**src/rtl/i2c_pkg.sv**
```systemverilog
// ---------------------------------------------------------------------------
// i2c_pkg
// Shared definitions for the I2C master byte sequencer and the bit writer
// that sits directly downstream of it.
//   - 3-bit bit-writer command codes
//   - byte-sequencer state enumeration
//   - helper mapping a data bit onto its bit-writer command
// ---------------------------------------------------------------------------
package i2c_pkg;

    // Bit-writer command encoding (shared with the bit writer).
    localparam logic [2:0] CMD_IDLE      = 3'b000;
    localparam logic [2:0] CMD_START_BIT = 3'b010;
    localparam logic [2:0] CMD_STOP_BIT  = 3'b011;
    localparam logic [2:0] CMD_DATA_0    = 3'b100;
    localparam logic [2:0] CMD_DATA_1    = 3'b101;
    localparam logic [2:0] CMD_ACK_BIT   = 3'b110;
    localparam logic [2:0] CMD_NACK_BIT  = 3'b111;

    // Byte-sequencer states.
    typedef enum logic [2:0] {
        ST_IDLE  = 3'd0,
        ST_START = 3'd1,
        ST_DATA  = 3'd2,
        ST_STOP  = 3'd3,
        ST_DONE  = 3'd4
    } byte_state_t;

    // Command that transmits a single data bit.
    function automatic logic [2:0] data_cmd(input logic b);
        return b ? CMD_DATA_1 : CMD_DATA_0;
    endfunction

endpackage

```
**src/rtl/i2c_master_write_byte.sv**
```systemverilog
// ---------------------------------------------------------------------------
// i2c_master_write_byte
// Byte-level sequencer feeding the I2C master bit writer. Accepts one byte
// with framing flags and issues bit commands over the bit writer's
// go/command/finish handshake: optional START, 8 data bits MSB first,
// optional STOP. Signals completion with a one-cycle finish pulse.
//
// Ports:
//   clock        in   system clock
//   reset_n      in   asynchronous active-low reset
//   go           in   start request, sampled only in IDLE or DONE
//   data_in[7:0] in   byte to transmit, latched when go is accepted
//   with_start   in   prepend START bit (latched with go)
//   with_stop    in   append STOP bit (latched with go)
//   busy         out  high from the cycle after go is accepted through DONE
//   finish       out  one-cycle pulse, byte sequence complete
//   error        out  one-cycle pulse, bit writer timeout
//   bit_go       out  enable to the bit writer
//   bit_command  out  bit command to the bit writer
//   bit_finish   in   completion from the bit writer (high in its 8th cycle)
//
// Build option:
//   I2C_WRITE_BYTE_TIMEOUT_EN - adds a watchdog that aborts the byte when
//   bit_go stays high for TIMEOUT_CYCLES cycles without bit_finish.
//   Undefined: no watchdog, error is tied low.
// ---------------------------------------------------------------------------
module i2c_master_write_byte
    import i2c_pkg::*;
#(
    parameter int unsigned TIMEOUT_CYCLES = 16
) (
    input  logic       clock,
    input  logic       reset_n,
    input  logic       go,
    input  logic [7:0] data_in,
    input  logic       with_start,
    input  logic       with_stop,
    output logic       busy,
    output logic       finish,
    output logic       error,
    output logic       bit_go,
    output logic [2:0] bit_command,
    input  logic       bit_finish
);

    byte_state_t state_q;
    logic [7:0]  shift_q;
    logic [2:0]  index_q;
    logic        stop_q;
    logic        busy_q;
    logic        finish_q;
    logic        bit_go_q;
    logic [2:0]  cmd_q;
    logic        accept;
    logic        wd_expire;

    // go is only honoured while no bit is in flight.
    assign accept = go && ((state_q == ST_IDLE) || (state_q == ST_DONE));

`ifdef I2C_WRITE_BYTE_TIMEOUT_EN
    localparam int unsigned WD_W = $clog2(TIMEOUT_CYCLES + 1);

    logic [WD_W-1:0] wd_q;
    logic [WD_W-1:0] wd_d;
    logic            error_q;

    // Restart on every new bit (accept or bit_finish), count while bit_go.
    always_comb begin
        wd_d = '0;
        if (accept || (bit_go_q && bit_finish)) begin
            wd_d = '0;
        end else if (bit_go_q) begin
            wd_d = wd_q + 1'b1;
        end
    end

    // Fires on the edge where the count would reach TIMEOUT_CYCLES, so bit_go
    // has been high for exactly TIMEOUT_CYCLES cycles when it drops.
    assign wd_expire = bit_go_q && !bit_finish
                       && (wd_q == WD_W'(TIMEOUT_CYCLES - 1));

    always_ff @(posedge clock or negedge reset_n) begin
        if (!reset_n) begin
            wd_q    <= '0;
            error_q <= 1'b0;
        end else begin
            wd_q    <= wd_expire ? '0 : wd_d;
            error_q <= wd_expire;
        end
    end

    assign error = error_q;
`else
    logic unused_timeout_cfg;
    assign unused_timeout_cfg = (TIMEOUT_CYCLES != 0);
    assign wd_expire          = 1'b0;
    assign error              = 1'b0;
`endif

    always_ff @(posedge clock or negedge reset_n) begin
        if (!reset_n) begin
            state_q  <= ST_IDLE;
            shift_q  <= 8'h00;
            index_q  <= 3'd0;
            stop_q   <= 1'b0;
            busy_q   <= 1'b0;
            finish_q <= 1'b0;
            bit_go_q <= 1'b0;
            cmd_q    <= CMD_IDLE;
        end else begin
            finish_q <= 1'b0;
            case (state_q)
                ST_IDLE, ST_DONE: begin
                    busy_q   <= 1'b0;
                    bit_go_q <= 1'b0;
                    cmd_q    <= CMD_IDLE;
                    state_q  <= ST_IDLE;
                    if (accept) begin
                        shift_q  <= data_in;
                        index_q  <= 3'd7;
                        stop_q   <= with_stop;
                        busy_q   <= 1'b1;
                        bit_go_q <= 1'b1;
                        if (with_start) begin
                            state_q <= ST_START;
                            cmd_q   <= CMD_START_BIT;
                        end else begin
                            state_q <= ST_DATA;
                            cmd_q   <= data_cmd(data_in[7]);
                        end
                    end
                end

                ST_START: begin
                    if (bit_finish) begin
                        state_q <= ST_DATA;
                        cmd_q   <= data_cmd(shift_q[7]);
                    end
                end

                ST_DATA: begin
                    if (bit_finish) begin
                        shift_q <= {shift_q[6:0], 1'b0};
                        index_q <= index_q - 3'd1;
                        if (index_q == 3'd0) begin
                            if (stop_q) begin
                                state_q <= ST_STOP;
                                cmd_q   <= CMD_STOP_BIT;
                            end else begin
                                state_q  <= ST_DONE;
                                bit_go_q <= 1'b0;
                                cmd_q    <= CMD_IDLE;
                                finish_q <= 1'b1;
                            end
                        end else begin
                            // shift_q[6] becomes the MSB once the shift lands.
                            cmd_q <= data_cmd(shift_q[6]);
                        end
                    end
                end

                ST_STOP: begin
                    if (bit_finish) begin
                        state_q  <= ST_DONE;
                        bit_go_q <= 1'b0;
                        cmd_q    <= CMD_IDLE;
                        finish_q <= 1'b1;
                    end
                end

                default: begin
                    state_q  <= ST_IDLE;
                    busy_q   <= 1'b0;
                    bit_go_q <= 1'b0;
                    cmd_q    <= CMD_IDLE;
                end
            endcase

            // Watchdog abort overrides whatever the bit state decided.
            if (wd_expire) begin
                state_q  <= ST_IDLE;
                busy_q   <= 1'b0;
                bit_go_q <= 1'b0;
                cmd_q    <= CMD_IDLE;
                finish_q <= 1'b0;
            end
        end
    end

    assign busy        = busy_q;
    assign finish      = finish_q;
    assign bit_go      = bit_go_q;
    assign bit_command = cmd_q;

endmodule

```
**config.mk**
```make
export PLATFORM = sky130hd
export DESIGN_NAME = i2c_master_write_byte
export DESIGN_NICKNAME = d
export VERILOG_FILES = /design/src/rtl/i2c_pkg.sv /design/src/rtl/i2c_master_write_byte.sv
export SDC_FILE = /design/constraint.sdc
export NUM_CORES = 1
export LEC_CHECK = 0
export CAP_MARGIN = 10
export CORE_MARGIN = 2
export CORE_UTILIZATION = 50
export CTS_CLUSTER_SIZE = 20
export DETAILED_ROUTE_END_ITERATION = 8
export PLACE_DENSITY_LB_ADDON = 0.3
export SLEW_MARGIN = 20
export SYNTH_ARGS = -nofsm -noshare
export SYNTH_HDL_FRONTEND = slang
export SYNTH_SLANG_ARGS = --single-unit
export TNS_END_PERCENT = 30
```
**constraint.sdc**
```tcl
create_clock -name clock -period 2.1 [get_ports clock]
set_clock_uncertainty 0.15 [all_clocks]
set_input_delay 0.42 -clock clock [delete_from_list [all_inputs] [get_ports clock]]
set_output_delay 0.42 -clock clock [all_outputs]
set_load 0.05 [all_outputs]
```
== Word level (Yosys, flattened, before mapping) ==
Index checks and enable logic that the tools add are counted.

* Add/sub/neg operators: 1
* Equal/unequal tests: 10
* Multiplexer cells: 37
* Bitwise logic cells: 1
* Reductions and logical operators: 12

{| class="wikitable"
|+ Operators by type and width
! cell !! count
|-
| 3-bit 2-to-1 mux || 13
|-
| 3-bit case mux with 4 select lines || 2
|-
| 8-bit 2-to-1 mux || 2
|-
| 8-bit case mux with 2 select lines || 1
|-
| 1-bit 2-to-1 mux || 12
|-
| 2-bit inequality test, second input constant || 6
|-
| 3-bit by 2-bit equality test with 1-bit output, second input constant || 2
|-
| 3-bit zero test || 2
|-
| 2-bit 2-to-1 mux || 3
|-
| 3-bit case mux with 2 select lines || 1
|-
| 3-bit AND reduction || 2
|-
| 5-bit AND reduction || 1
|-
| 1-bit case mux with 2 select lines || 2
|-
| 1-bit case mux with 4 select lines || 1
|-
| 4-bit AND reduction || 1
|-
| 3-bit by 1-bit equality test with 1-bit output, second input constant || 1
|-
| 3-bit equality test, second input constant || 1
|-
| 3-bit OR reduction || 1
|-
| 3-bit by 1-bit subtractor with 3-bit output, second input constant || 1
|-
| 2-bit AND reduction || 1
|-
| 2-bit nonzero test || 1
|-
| 2-bit OR reduction || 1
|-
| 1-bit logical AND || 1
|-
| 1-bit logical OR || 1
|-
| 1-bit NOT || 1
|}

* Flip-flop bits (word level): 21
* Output and inout bits: 7
* Logic and storage cells: 69

== Longest topological paths before layout ==
* Depth after elaboration: 5
* Gate-level depth with buffers: 6
* Depth with buffers taken out: 6

== Worst setup path before layout ==
Ideal clock, no wire load.

* Kind: reg-to-reg
* Start point: register index_q[0]
* End point: register cmd_q[0], in the netlist bit_command[0]
* Data arrival time: 1.241 ns
* Data required time: 1.829 ns
* Slack: 0.588 ns
* Stages on the path, launching flop included: 7
* Buffers on the path: 0
* Path through: dfrtp_1 > inv_1 > ha_1 > nor2b_1 > mux2i_1 > o22ai_1 > a22o_1

* Cells in the longest elaborated chain, start to end: 4

{| class="wikitable"
|+ RTL lines
! item !! RTL line !! RTL
|-
| start, declared || i2c_master_write_byte.sv:48 || <nowiki>logic [2:0] index_q;</nowiki>
|-
| start signal, assigned || i2c_master_write_byte.sv:144 || <nowiki>index_q <= index_q - 3'd1;</nowiki>
|-
| 3-bit zero test || i2c_master_write_byte.sv:145 || <nowiki>if (index_q == 3'd0) begin</nowiki>
|-
| 3-bit 2-to-1 mux || i2c_master_write_byte.sv:145 ||
|-
| 3-bit 2-to-1 mux || i2c_master_write_byte.sv:142 || <nowiki>if (bit_finish) begin</nowiki>
|-
| 3-bit case mux with 4 select lines || i2c_master_write_byte.sv:112 || <nowiki>case (state_q)</nowiki>
|-
| end signal, assigned || i2c_master_write_byte.sv:129 || <nowiki>cmd_q <= data_cmd(data_in[7]);</nowiki>
|-
| end signal, assigned || i2c_master_write_byte.sv:137 || <nowiki>cmd_q <= data_cmd(shift_q[7]);</nowiki>
|-
| end signal, assigned || i2c_master_write_byte.sv:157 || <nowiki>cmd_q <= data_cmd(shift_q[6]);</nowiki>
|-
| end, declared || i2c_master_write_byte.sv:53 || <nowiki>logic [2:0] cmd_q;</nowiki>
|}

Every way passes these cells. The select of a mux whose other input is x is not followed.
A chain may end at the register's enable or synchronous reset.

== Worst setup path after layout ==
* Start point: register bit_go_q, in the netlist bit_go
* End point: output port bit_go

{| class="wikitable"
|+ RTL lines
! item !! RTL line !! RTL
|-
| start, declared || i2c_master_write_byte.sv:52 || <nowiki>logic bit_go_q;</nowiki>
|-
| start signal, assigned || i2c_master_write_byte.sv:108 || <nowiki>bit_go_q <= 1'b0;</nowiki>
|-
| start signal, assigned || i2c_master_write_byte.sv:115 || <nowiki>bit_go_q <= 1'b0;</nowiki>
|-
| start signal, assigned || i2c_master_write_byte.sv:123 || <nowiki>bit_go_q <= 1'b1;</nowiki>
|-
| end, declared || i2c_master_write_byte.sv:41 || <nowiki>output logic bit_go,</nowiki>
|}

No word-level cell between the ends.

==> summary.md <==
| Metric | Value |
|---|---|
| Top Ports | 21 |
| WP data required | 1.53 ns |
| Max VDD drop | 0.7684 mV |
| Post-synthesis compound-gate area fraction | 16.42% |
| Commonest register cell after synthesis | dfrtp_1 |
| Worst skew pair latency | 0.29 ns |
| Sequential power share | 39.5% |
| Net count after synthesis | 121 |
| TritonCTS buffer count | 3 |
| CP max stage delay | 0.80 ns |
| Element type at the critical path start | flip-flop |
| Proportion of synthesized area in mux cells | 8.267% |
| H-tree level count | 1 |
| # resized after CTS | 0 |
| Worst Slack Setup Final | 0.06940 ns |
| Number of distinct library cells after synthesis | 37 |
| CP cell instances | clkdlybuf4s50_1 |
| Critical Path Slowest Stage Cell | clkdlybuf4s50_1 |
| Initial antenna violation count | 0 |
| Worst-path fanout max | 2 |
| Yosys warning count | 0 |
| RSZ-0062 raised after global routing | no |
| #FFs+latches synth | 21 |
| Antenna cell count | 0 |
| Leakage power | 0.5697 nW |
| Post-synthesis simple-gate area fraction | 16.76% |
| Worst Path Buf+Inv | 1 |
| Place WS | 0.1579 ns |
| Crit. End Element | output port |
| Die area | 2602 um2 |
| Gp weighted congestion | 0.8115 |
| Vias in the first global route | 864 |
| # hold bufs at CTS | 0 |
| Number of synthesized flops with an enable pin | 0 |
| Postcts setup bufs | 0 |
| Initial Util | 51.43% |
| Setup TNS | 0 ns |
| Worst R2R Start | index_q[0]$_DFFE_PN0P_ |
| Row count | 17 |
| Slew margin rel. | 66.26% |
| Core Region | 2148 um2 |
| Synth-to-Final Area Change | 19.37% |
| Fin crit share | 96.70% |
| Drt pass-1 iters | 4 |
| CTS tree | built |
| Layout Nets | 142 |
| WL/cell | 13.45 um |
| R2r setup slk | 0.36 ns |
| Reg2reg end | bit_command[0]$_DFFE_PN0P_ |
| Post-synthesis sequential area ratio | 47.57% |
| Largest net degree at the start of global routing | 22 |
| CP top delay family | buffers and inverters |
| Die Height | 51.01 um |
| Clk pwr share | 10.1% |
| GRT Overall Usage | 18.80% |
| Gr ovfl total | 0 |
| Post-Synth XOR/XNOR Area | 0.7928% |
| Slew at the pin closest to its max-slew limit | 0.5061 ns |
| DRT iter0 DRCs | 10 |
| Maximum clock insertion buffer count | 2 |
| Status | finished clean |
| Post-synthesis adder-cell area fraction | 2.265% |
| Pwr Total | 1.851 mW |
| Final hold vios | 0 |
| Period minus WS final | 2.031 ns |
| Worst Reg-to-Reg Cells | 6 |
| Max-cap violation count | 0 |
| Die width | 51.01 um |
| Max-slew violations | 0 |
| Routed via count | 808 |
| Clock net sink count | 21 |
| Dpl hpwl | 1535 um |
| P_sw | 0.8028 mW |
| DRT antenna net count | 0 |
| First-pass GRT wire length | 3643 um |
| Ys async rst share | 100.0% |
| Routed vias/inst | 5.281 |
| Netlist Area Pre-Place | 1105 um2 |
| DRC Markers | 0 |
| IO Port Bufs | 19 |
| CTS clk-pin slew, worst paths | 0.11 ns |
| Switching Fraction | 43.38% |
| Setup Viol. Count Final | 0 |
| Synth Instances | 105 |
| Setup CP Type | reg -> out |
| Synth Area per Inst | 10.52 um2 |
| Power Dens Cells | 1403 nW/um2 |
| Power Internal | 1.048 mW |
| Clk root buf | clkbuf_4 |
| Routed Wire Length | 2058 um |
| Hold WC Path Type | in -> async |
| Crit path DAT | 1.46 ns |
| Share of post-route cells with drive strength above 1 | 12.00% |
| Fmax | 0.4925 GHz |
| Comb pwr share | 50.4% |
| Main combinational cell family by area after synthesis | simple AND/OR/NAND/NOR gates |
## cell families (layout without fill, tap and decap cells)
family	Yosys count	count (layout)
xor gates and xnor gates	1	1
AOI/OAI and AO/OA	25	25
buffers and inverters	12	32
other	1	1
and+or+nand+nor	34	34
adders and majority gates	2	2
DFF	21	21
muxes	9	9
## worst register-to-register path: stages, from the launching register on
cell and delay [ns]:
dfrtp_1 0.41, inv_1 0.09, ha_1 0.16, nor2b_1 0.29, mux2i_1 0.23, o22ai_1 0.10
a22o_1 0.20
## cell usage in the layout, fill, tap and decap left out, drive strengths merged, types with 2 or more instances in the layout
cell type / n
o2bb2ai: 2
o21ai: 3
clkbuf: 4
clkdlybuf4s50: 18
inv: 5
a22o: 2
mux2i: 8
a21oi: 9
nor2: 10
nand2b: 3
nor3: 3
ha: 2
dfrtp: 21
nor3b: 3
a31oi: 3
buf: 5
nand2: 9
## sequential cells by signal (all words and copies together), names as in the netlist
signal	cells
shift_q	8
bit_command	3
index_q	3
state_q	3
bit_go	1
busy	1
finish	1
stop_q	1
## metrics by stage
stage	instance area, um2	util [%]	cells	hold WS [ns]
2_1_floorplan	1105	-	105	-0.02559
3_3_place_gp	1292	60.16	149	0.3105
3_5_place_dp	1292	60.16	149	0.3199
4_1_cts	1319	61.39	153	0.3073
5_1_grt	1319	61.39	153	0.3182
6_report	1319	61.39	153	0.3123
## metal layers
layer | part of all wire, % | vias to the layer above | track usage, % | routed length (um)
met5 | 0 | - | 0 | 0
met4 | 0.78 | 0 | 11.26 | 16
met3 | 3.3 | 2 | 3.216 | 68
met2 | 51 | 16 | 32.90 | 1048
met1 | 45 | 381 | 21.21 | 924
li1 | - | 409 | - | -
## worst max-delay path by stage
stage	to	slack (ns)	from	depth (start not counted)
2_1_floorplan	bit_command[0]$_DFFE_PN0P_	0.59	index_q[0]$_DFFE_PN0P_	6
5_1_grt	busy	0.01	busy$_DFFE_PN0N_	1
3_5_place_dp	index_q[0]$_DFFE_PN0P_	0.16	go	5
3_3_place_gp	stop_q$_DFFE_PN0P_	0.18	go	3
4_1_cts	bit_command[1]	0.05	bit_command[1]$_DFFE_PN0P_	1
6_report	bit_go	0.07	bit_go$_DFFE_PN0P_	1
## layout make-up
class                           count  area [um2]
Timing Repair Buffer               23       217.7
Clock buffer                        4       26.28
Multi-Input combinational cell     72       495.5
Sequential cell                    21       525.5
Fill cell                         182       829.5
Tap cell                           28       35.03
Inverter                            5       18.77
## cell usage after synthesis (all sizes together), types with 3 or more instances
master  count  area [um2]
a21oi       9       63.82
a31oi       3       18.77
buf         7       65.05
dfrtp      21       525.5
inv         5       18.76
mux2i       8       80.08
nand2       9       33.78
nand2b      3       18.77
nor2       10       37.54
nor3        3       15.01
nor3b       3       38.79
o21ai       3       15.01
## power by group through the flow
stage | registers [mW] | logic (mW) | clock network, mW
after floorplan | 0.827 | 0.661 | 0
after global placement | 0.729 | 0.910 | 0
after detailed placement | 0.737 | 0.937 | 0
after CTS | 0.728 | 0.940 | 0.198
after global routing | 0.757 | 1.03 | 0.213
final | 0.731 | 0.932 | 0.188
Power figures use the tool's default switching activity.
